### config.mk
export PLATFORM = sky130hd
export DESIGN_NAME = multi_dc_motor_controller
export DESIGN_NICKNAME = d
export VERILOG_FILES = /design/src/rtl/motor_ctrl_pkg.sv /design/src/rtl/motor_channel.sv /design/src/rtl/multi_dc_motor_controller.sv
export SDC_FILE = /design/constraint.sdc
export NUM_CORES = 1
export LEC_CHECK = 0
export CORE_ASPECT_RATIO = 0.5
export CORE_MARGIN = 8
export CORE_UTILIZATION = 50
export CTS_CLUSTER_SIZE = 12
export DETAILED_ROUTE_END_ITERATION = 12
export GPL_TIMING_DRIVEN = 0
export PLACE_DENSITY = 0.76
export SYNTH_ARGS = -nofsm -noshare
export SYNTH_HDL_FRONTEND = slang
export SYNTH_SLANG_ARGS = --single-unit
### constraint.sdc
create_clock -name clk -period 4.5 [get_ports clk]
set_clock_uncertainty 0.2 [all_clocks]
set_input_delay 0.45 -clock clk [delete_from_list [all_inputs] [get_ports clk]]
set_output_delay 0.45 -clock clk [all_outputs]
set_load 0.005 [all_outputs]
### src/rtl/motor_ctrl_pkg.sv
// Shared types and constants for the multi-channel DC motor controller:
// the per-channel FSM state encoding, the H-bridge drive codes and two
// small helpers for duty clamping and direction-to-code mapping.
package motor_ctrl_pkg;

  typedef enum logic [1:0] {
    ST_IDLE = 2'd0,
    ST_RAMP = 2'd1,
    ST_HOLD = 2'd2,
    ST_DEAD = 2'd3
  } ch_state_e;

  typedef logic [1:0] hb_code_t;

  // IN1/IN2 codes presented to the H-bridge driver
  localparam hb_code_t FWD   = 2'b10;
  localparam hb_code_t REV   = 2'b01;
  localparam hb_code_t BRAKE = 2'b11;

  // Any requested duty above the frame length means 100 %
  function automatic logic [7:0] clamp_duty(input logic [7:0] duty,
                                            input logic [7:0] period);
    return (duty > period) ? period : duty;
  endfunction

  function automatic hb_code_t dir_code(input logic dir_rev);
    return dir_rev ? REV : FWD;
  endfunction

endpackage

### src/rtl/motor_channel.sv
// One motor channel: soft-start ramp FSM (IDLE/RAMP/HOLD/DEAD) with a
// brake interval on every direction reversal. Consumes the shared PWM
// counter and ramp tick from the top level.
module motor_channel
  import motor_ctrl_pkg::*;
#(
  parameter int PWM_PERIOD  = 10,
  parameter int DEAD_CYCLES = 50
) (
  input  logic       clk,
  input  logic       reset_p,
  input  logic       run_i,
  input  logic       dir_i,
  input  logic [7:0] duty_i,
  input  logic [7:0] pwm_cnt_i,
  input  logic       ramp_tick_i,
  output logic       pwm_o,
  output hb_code_t   hb_o,
  output logic       busy_o
);

  localparam logic [7:0]  PERIOD_C  = 8'(PWM_PERIOD);
  localparam logic [15:0] DEAD_LAST = 16'(DEAD_CYCLES - 1);

  ch_state_e   state_q, state_d;
  logic [7:0]  cur_duty_q, cur_duty_d;
  logic        act_dir_q, act_dir_d;
  logic [15:0] dead_cnt_q, dead_cnt_d;
  logic        pwm_q;
  hb_code_t    hb_q;
  logic        busy_q;

  logic [7:0]  target;
  logic        reversing;
  logic [7:0]  ramp_tgt;

  assign target    = clamp_duty(duty_i, PERIOD_C);
  assign reversing = (dir_i != act_dir_q);
  // A pending reversal steers the ramp to zero; toggling dir back
  // before DEAD restores the real target automatically.
  assign ramp_tgt  = reversing ? 8'd0 : target;

  // Next-state logic for the channel FSM, duty ramp and dead-time counter
  always_comb begin
    // NOTE: every variable gets a default here so no path can infer a latch;
    // combinational logic uses blocking '=', the register block below uses '<='.
    state_d    = state_q;
    cur_duty_d = cur_duty_q;
    act_dir_d  = act_dir_q;
    dead_cnt_d = dead_cnt_q;
    if (!run_i) begin
      // Stop is immediate: no ramp-down
      state_d    = ST_IDLE;
      cur_duty_d = 8'd0;
      dead_cnt_d = 16'd0;
    end else begin
      case (state_q)
        ST_IDLE: begin
          cur_duty_d = 8'd0;
          act_dir_d  = dir_i;
          state_d    = ST_RAMP;
        end
        ST_RAMP: begin
          if (reversing && cur_duty_q == 8'd0) begin
            state_d    = ST_DEAD;
            dead_cnt_d = 16'd0;
          end else if (cur_duty_q == ramp_tgt) begin
            state_d = ST_HOLD;
          end else if (ramp_tick_i) begin
            cur_duty_d = (cur_duty_q < ramp_tgt) ? cur_duty_q + 8'd1
                                                 : cur_duty_q - 8'd1;
          end
        end
        ST_HOLD: begin
          if (reversing && cur_duty_q == 8'd0) begin
            state_d    = ST_DEAD;
            dead_cnt_d = 16'd0;
          end else if (cur_duty_q != ramp_tgt) begin
            state_d = ST_RAMP;
          end
        end
        ST_DEAD: begin
          if (dead_cnt_q == DEAD_LAST) begin
            act_dir_d  = dir_i;
            state_d    = ST_RAMP;
            dead_cnt_d = 16'd0;
          end else begin
            dead_cnt_d = dead_cnt_q + 16'd1;
          end
        end
        default: state_d = ST_IDLE;
      endcase
    end
  end

  // State registers plus registered outputs; reset forces brake/idle at once
  always_ff @(posedge clk or posedge reset_p) begin
    if (reset_p) begin
      state_q    <= ST_IDLE;
      cur_duty_q <= 8'd0;
      act_dir_q  <= 1'b0;
      dead_cnt_q <= 16'd0;
      pwm_q      <= 1'b0;
      hb_q       <= BRAKE;
      busy_q     <= 1'b0;
    end else begin
      state_q    <= state_d;
      cur_duty_q <= cur_duty_d;
      act_dir_q  <= act_dir_d;
      dead_cnt_q <= dead_cnt_d;
      // PWM compares the current frame position with the present duty;
      // run gating makes a stop visible on the very next cycle.
      pwm_q      <= run_i && (state_q == ST_RAMP || state_q == ST_HOLD) &&
                    (pwm_cnt_i < cur_duty_q);
      // Bridge code and busy follow the state being entered, so they line
      // up with state_q for the whole time the FSM stays there.
      hb_q       <= (state_d == ST_RAMP || state_d == ST_HOLD) ?
                    dir_code(act_dir_d) : BRAKE;
      busy_q     <= (state_d == ST_RAMP || state_d == ST_DEAD);
    end
  end

  assign pwm_o  = pwm_q;
  assign hb_o   = hb_q;
  assign busy_o = busy_q;

endmodule

### src/rtl/multi_dc_motor_controller.sv
// Top level: shared PWM frame counter and ramp prescaler, driving N_CH
// independent motor_channel instances.
module multi_dc_motor_controller
  import motor_ctrl_pkg::*;
#(
  parameter int N_CH        = 2,
  parameter int PWM_PERIOD  = 10,
  parameter int RAMP_DIV    = 1000,
  parameter int DEAD_CYCLES = 50
) (
  input  logic                clk,
  input  logic                reset_p,
  input  logic [N_CH-1:0]     run,
  input  logic [N_CH-1:0]     dir,
  input  logic [8*N_CH-1:0]   duty,
  output logic [N_CH-1:0]     pwm_out,
  output logic [2*N_CH-1:0]   in1_in2,
  output logic [N_CH-1:0]     busy
);

  localparam logic [7:0]  PWM_LAST  = 8'(PWM_PERIOD - 1);
  localparam logic [15:0] RAMP_LAST = 16'(RAMP_DIV - 1);

  logic [7:0]  pwm_cnt_q;
  logic [15:0] presc_q;
  logic        ramp_tick;

  // Shared PWM frame counter: 0 .. PWM_PERIOD-1, then wrap
  always_ff @(posedge clk or posedge reset_p) begin
    if (reset_p) begin
      pwm_cnt_q <= 8'd0;
    end else if (pwm_cnt_q == PWM_LAST) begin
      pwm_cnt_q <= 8'd0;
    end else begin
      pwm_cnt_q <= pwm_cnt_q + 8'd1;
    end
  end

  // Shared ramp prescaler: 0 .. RAMP_DIV-1, tick in the wrap cycle
  always_ff @(posedge clk or posedge reset_p) begin
    if (reset_p) begin
      presc_q <= 16'd0;
    end else if (presc_q == RAMP_LAST) begin
      presc_q <= 16'd0;
    end else begin
      presc_q <= presc_q + 16'd1;
    end
  end

  assign ramp_tick = (presc_q == RAMP_LAST);

  for (genvar k = 0; k < N_CH; k++) begin : g_ch
    motor_channel #(
      .PWM_PERIOD  (PWM_PERIOD),
      .DEAD_CYCLES (DEAD_CYCLES)
    ) u_ch (
      .clk         (clk),
      .reset_p     (reset_p),
      .run_i       (run[k]),
      .dir_i       (dir[k]),
      .duty_i      (duty[8*k +: 8]),
      .pwm_cnt_i   (pwm_cnt_q),
      .ramp_tick_i (ramp_tick),
      .pwm_o       (pwm_out[k]),
      .hb_o        (in1_in2[2*k +: 2]),
      .busy_o      (busy[k])
    );
  end

endmodule

==> metrics.md <==
| Metric | Value |
|---|---|
| Cells after Synth | `just over 600` |
| Wire per inst | `~15 um` |
| Area of the mapped netlist | `5714 um^2` |
| ANT cells | `0` |
| Pre-CTS setup slack | `-0.3514 ns` |
| LEAKAGE | `roughly 2.8 nW` |
| Later-pin clock latency in the skew report | `0.34 ns` |
| Hpwl dp | `roughly 8600 um` |
| Core area | `11080 um^2` |
| CTS Buf Count | `9` |
| Max stage delay cell, worst path | `or4_4` |
| Final net count | `roughly 750` |
| CTS Sinks | `86` |
| Clock-pin slew on the worst setup and hold paths | `~0.07 ns` |
| Vias | `4641` |
| GR Overflow Total | `0` |
| Bufs on Longest Clock Path | `2` |
| Endpoints failing setup | `0` |
| Post-placement cell area | `approximately 6200 um^2` |
| H-tree levels | `3` |
| Slew Limit Fails | `0` |
| Mean post-synth cell area | `9.337 um^2` |
| First-pass GRT wire length | `between 20000 and 25000 um` |
| Register area share after synthesis | `between 30% and 40%` |
| RSZ-0062 raised after global routing | `true` |
| Die area | `~15000 um^2` |
| HP Class | `primary input to async pin` |
| Die Span X | `167.2 um` |
| Routed Antenna Nets | `0` |
| Status | `finished, final reports clean` |
| Asr flop ratio synth | `100.0%` |
| Fmax | `roughly 0.22 GHz` |
| Max IR drop VDD | `about 250 uV` |
| Detailed-route vias per instance | `between 5 and 6` |
| Fillers | `between 900 and 1000` |
| #FFs+latches synth | `86` |
| Syn-to-layout area delta | `17.36%` |
| Root Buffer Master | `clkbuf_16` |
| Final Hold Fails | `0` |
| Crit path kind | `primary input to flip-flop` |
| Initial Util | `between 50% and 60%` |
| Max_cap viols | `0` |
| CTS tree | `done` |
| Worst path max stage delay | `a little over 0.5 ns` |
| Final instance area | `approximately 6700 um^2` |
| Remaining DRCs | `0` |
| GRT Total Usage | `16.25%` |
| Hold_buf cts | `0` |
| Vias in the first global route | `approximately 4500` |
| Rel. slew slack | `roughly 29%` |
| Synth warn | `0` |
| RD Place Congestion | `about 0.85` |
| DRT Wirelength | `~12000 um` |
| Cells along the critical path | `clkdlybuf4s50_1, or4_4, a211oi_2, or2_4, ha_4, nor2b_1, o211ai_1, a21oi_2, or3_4, ha_4, nand3_1, o211ai_1, o41ai_2, nor4_1, nor4b_2, a221o_1` |
| Tcrit/Tclk final | `between 90% and 100%` |
| Pwr dens | `between 200 and 300 nW/um^2` |
| Port-buffer cells | `29` |
| Critical Path End Type | `flip-flop` |
| Die height | `between 90 and 100 um` |
| Post-synth EDFFs | `0` |
| Period minus WS final | `4.473 ns` |
| Initial antenna violation count | `0` |
| Post-synth top flop | `dfrtp_1` |
| Initial DRC Count | `around 180` |
| Worst-Margin Slew | `between 1 and 1.5 ns` |
| Netlist cell types | `62` |
| I/O pins | `30` |
| Worst EP arrival | `~4.5 ns` |
| Fin worst setup slack | `0.02691 ns` |
| Worst endpoint required time | `4.53 ns` |
| Critical path fanouts, max | `7` |
| DRT Pass-1 Iters | `4` |
| Share of cells above drive strength 1 | `under 10%` |
| FP Rows | `27` |
| CP Launch Type | `primary input` |
| Largest net degree at the start of global routing | `between 50 and 60` |
## repair_timing
item / 4_1_cts / 5_1_grt
resized for setup: 1 / 18
buffers inserted: 0 / 2
setup endpoints to repair: 1 / 4
pin swaps: 0 / 10
hold endpoints to repair: 0 / 0
## flip-flops by register name (all words and copies together), names as in the netlist
signal	cells
pwm_cnt_q	8
g_ch.u_ch.cur_duty_q	16
presc_q	16
g_ch.u_ch.state_q	4
g_ch.u_ch.hb_o	4
g_ch.u_ch.busy_o	2
g_ch.u_ch.pwm_o	2
g_ch.u_ch.dead_cnt_q	32
g_ch.u_ch.act_dir_q	2
## cell type report
type | instances | area, um^2 | share of cell area (%)
multi-input cells | 478 | 3457 | 51.55
repair buffers | 32 | 337.8 | 5.037
plain buffers | 13 | 80.08 | 1.194
inverters | 42 | 160.2 | 2.388
flip-flops and latches | 86 | 2157 | 32.16
well taps | 145 | 181.4 | 2.705
clock inverters | 6 | 93.84 | 1.399
clock buffers | 10 | 239.0 | 3.563
## routing by layer
metal  part of all wire [%]  vias to the layer above  GRT usage (%)  routed length, um
met1                     47                     2203          20.39               5653
met4                    2.2                        0          5.683                264
li1                       -                     2327              -                  -
met3                    3.8                       27          3.972                465
met5                      0                        -              0                  0
met2                     47                       84          27.13               5753
## kinds of logic (layout without fill, tap and decap cells)
logic type	count (synthesis)	count (layout)	share of synthesized area (%)
xor gates and xnor gates	37	37	5.671
DFF	86	86	37.75
other	1	8	0.06563
adders and majority gates	62	62	13.84
muxes	4	4	0.7663
and+or+nand+nor	229	229	21.76
AOI/OAI and AO/OA	138	138	15.98
buffers and inverters	55	103	4.160
## power by group
| group | switching (mW) | total (mW) | internal, mW | leakage [nW] |
|---|---|---|---|---|
| Combinational | 0.194 | 0.341 | 0.147 | 1.53 |
| Clock | 0.320 | 0.825 | 0.505 | 0.159 |
| Sequential | 0.0172 | 0.820 | 0.803 | 1.16 |
## final timing paths
path	from	endpoint	slack [ns]	cells after the start
setup / recovery	duty[13]	g_ch[1].u_ch.cur_duty_q[7]	0.03	16
hold / removal	reset_p	g_ch[0].u_ch.dead_cnt_q[12]	0.29	2
setup reg to reg	g_ch[1].u_ch.act_dir_q	g_ch[1].u_ch.cur_duty_q[7]	0.50	14
hold reg to reg	presc_q[0]	presc_q[0]	0.29	1
max in group asynchronous	reset_p	g_ch[1].u_ch.hb_o[1]	3.13	3
min in group clk	presc_q[0]	presc_q[0]	0.29	1
## synthesized netlist by cell type, types with 13 or more instances
master	instances	share of area, %
a21oi_1	20	1.8
and3_1	14	1.5
dfrtp_1	82	36
ha_1	60	13
inv_1	41	2.7
nand2_1	38	2.5
nand3_1	29	2.5
nand4_1	14	1.5
nor2_1	51	3.4
nor2b_1	14	1.5
nor3_1	17	1.5
o21ai_0	49	4.3
o31ai_1	13	1.7
xnor2_1	25	3.8
## layout by cell type (no fill, tap or decap), drive strengths merged, types with 4 or more instances in the layout
cell	Yosys	final
a211oi	7	7
a21boi	5	5
a21o	6	6
a21oi	20	20
a22o	6	6
and3	14	14
buf	7	10
clkbuf	6	16
clkdlybuf4s50	0	27
conb	1	8
dfrtp	82	82
dfstp	4	4
ha	60	60
inv	42	43
nand2	38	38
nand2b	8	8
nand3	29	29
nand4	14	14
nor2	51	51
nor2b	14	14
nor3	17	17
nor4	11	11
nor4b	8	8
o211ai	4	4
o21ai	49	49
o31ai	13	13
or3	8	8
xnor2	25	25
xor2	12	12
## worst max-delay path, delay by kind of cell
family	cells	cell delay [ns]
adder cells (fa/ha/maj)	2	0.52
AO/OA/AOI/OAI	6	1.34
AND/OR/NAND/NOR	7	1.78
buffers and inverters	1	0.40
## stage by stage
step	hold slack (ns)	cells	utilization, %	power [mW]	setup TNS (ns)
2_1_floorplan	0.2431	619	-	1.053	0
4_1_cts	0.2888	810	59.41	1.992	0
3_3_place_gp	0.2624	793	56.06	1.154	-0.8315
5_1_grt	0.3049	812	60.52	2.081	-0.09993
3_5_place_dp	0.2817	794	56.33	1.164	-1.074
6_report	0.2869	812	60.52	1.986	0
Power figures use the tool's default switching activity.
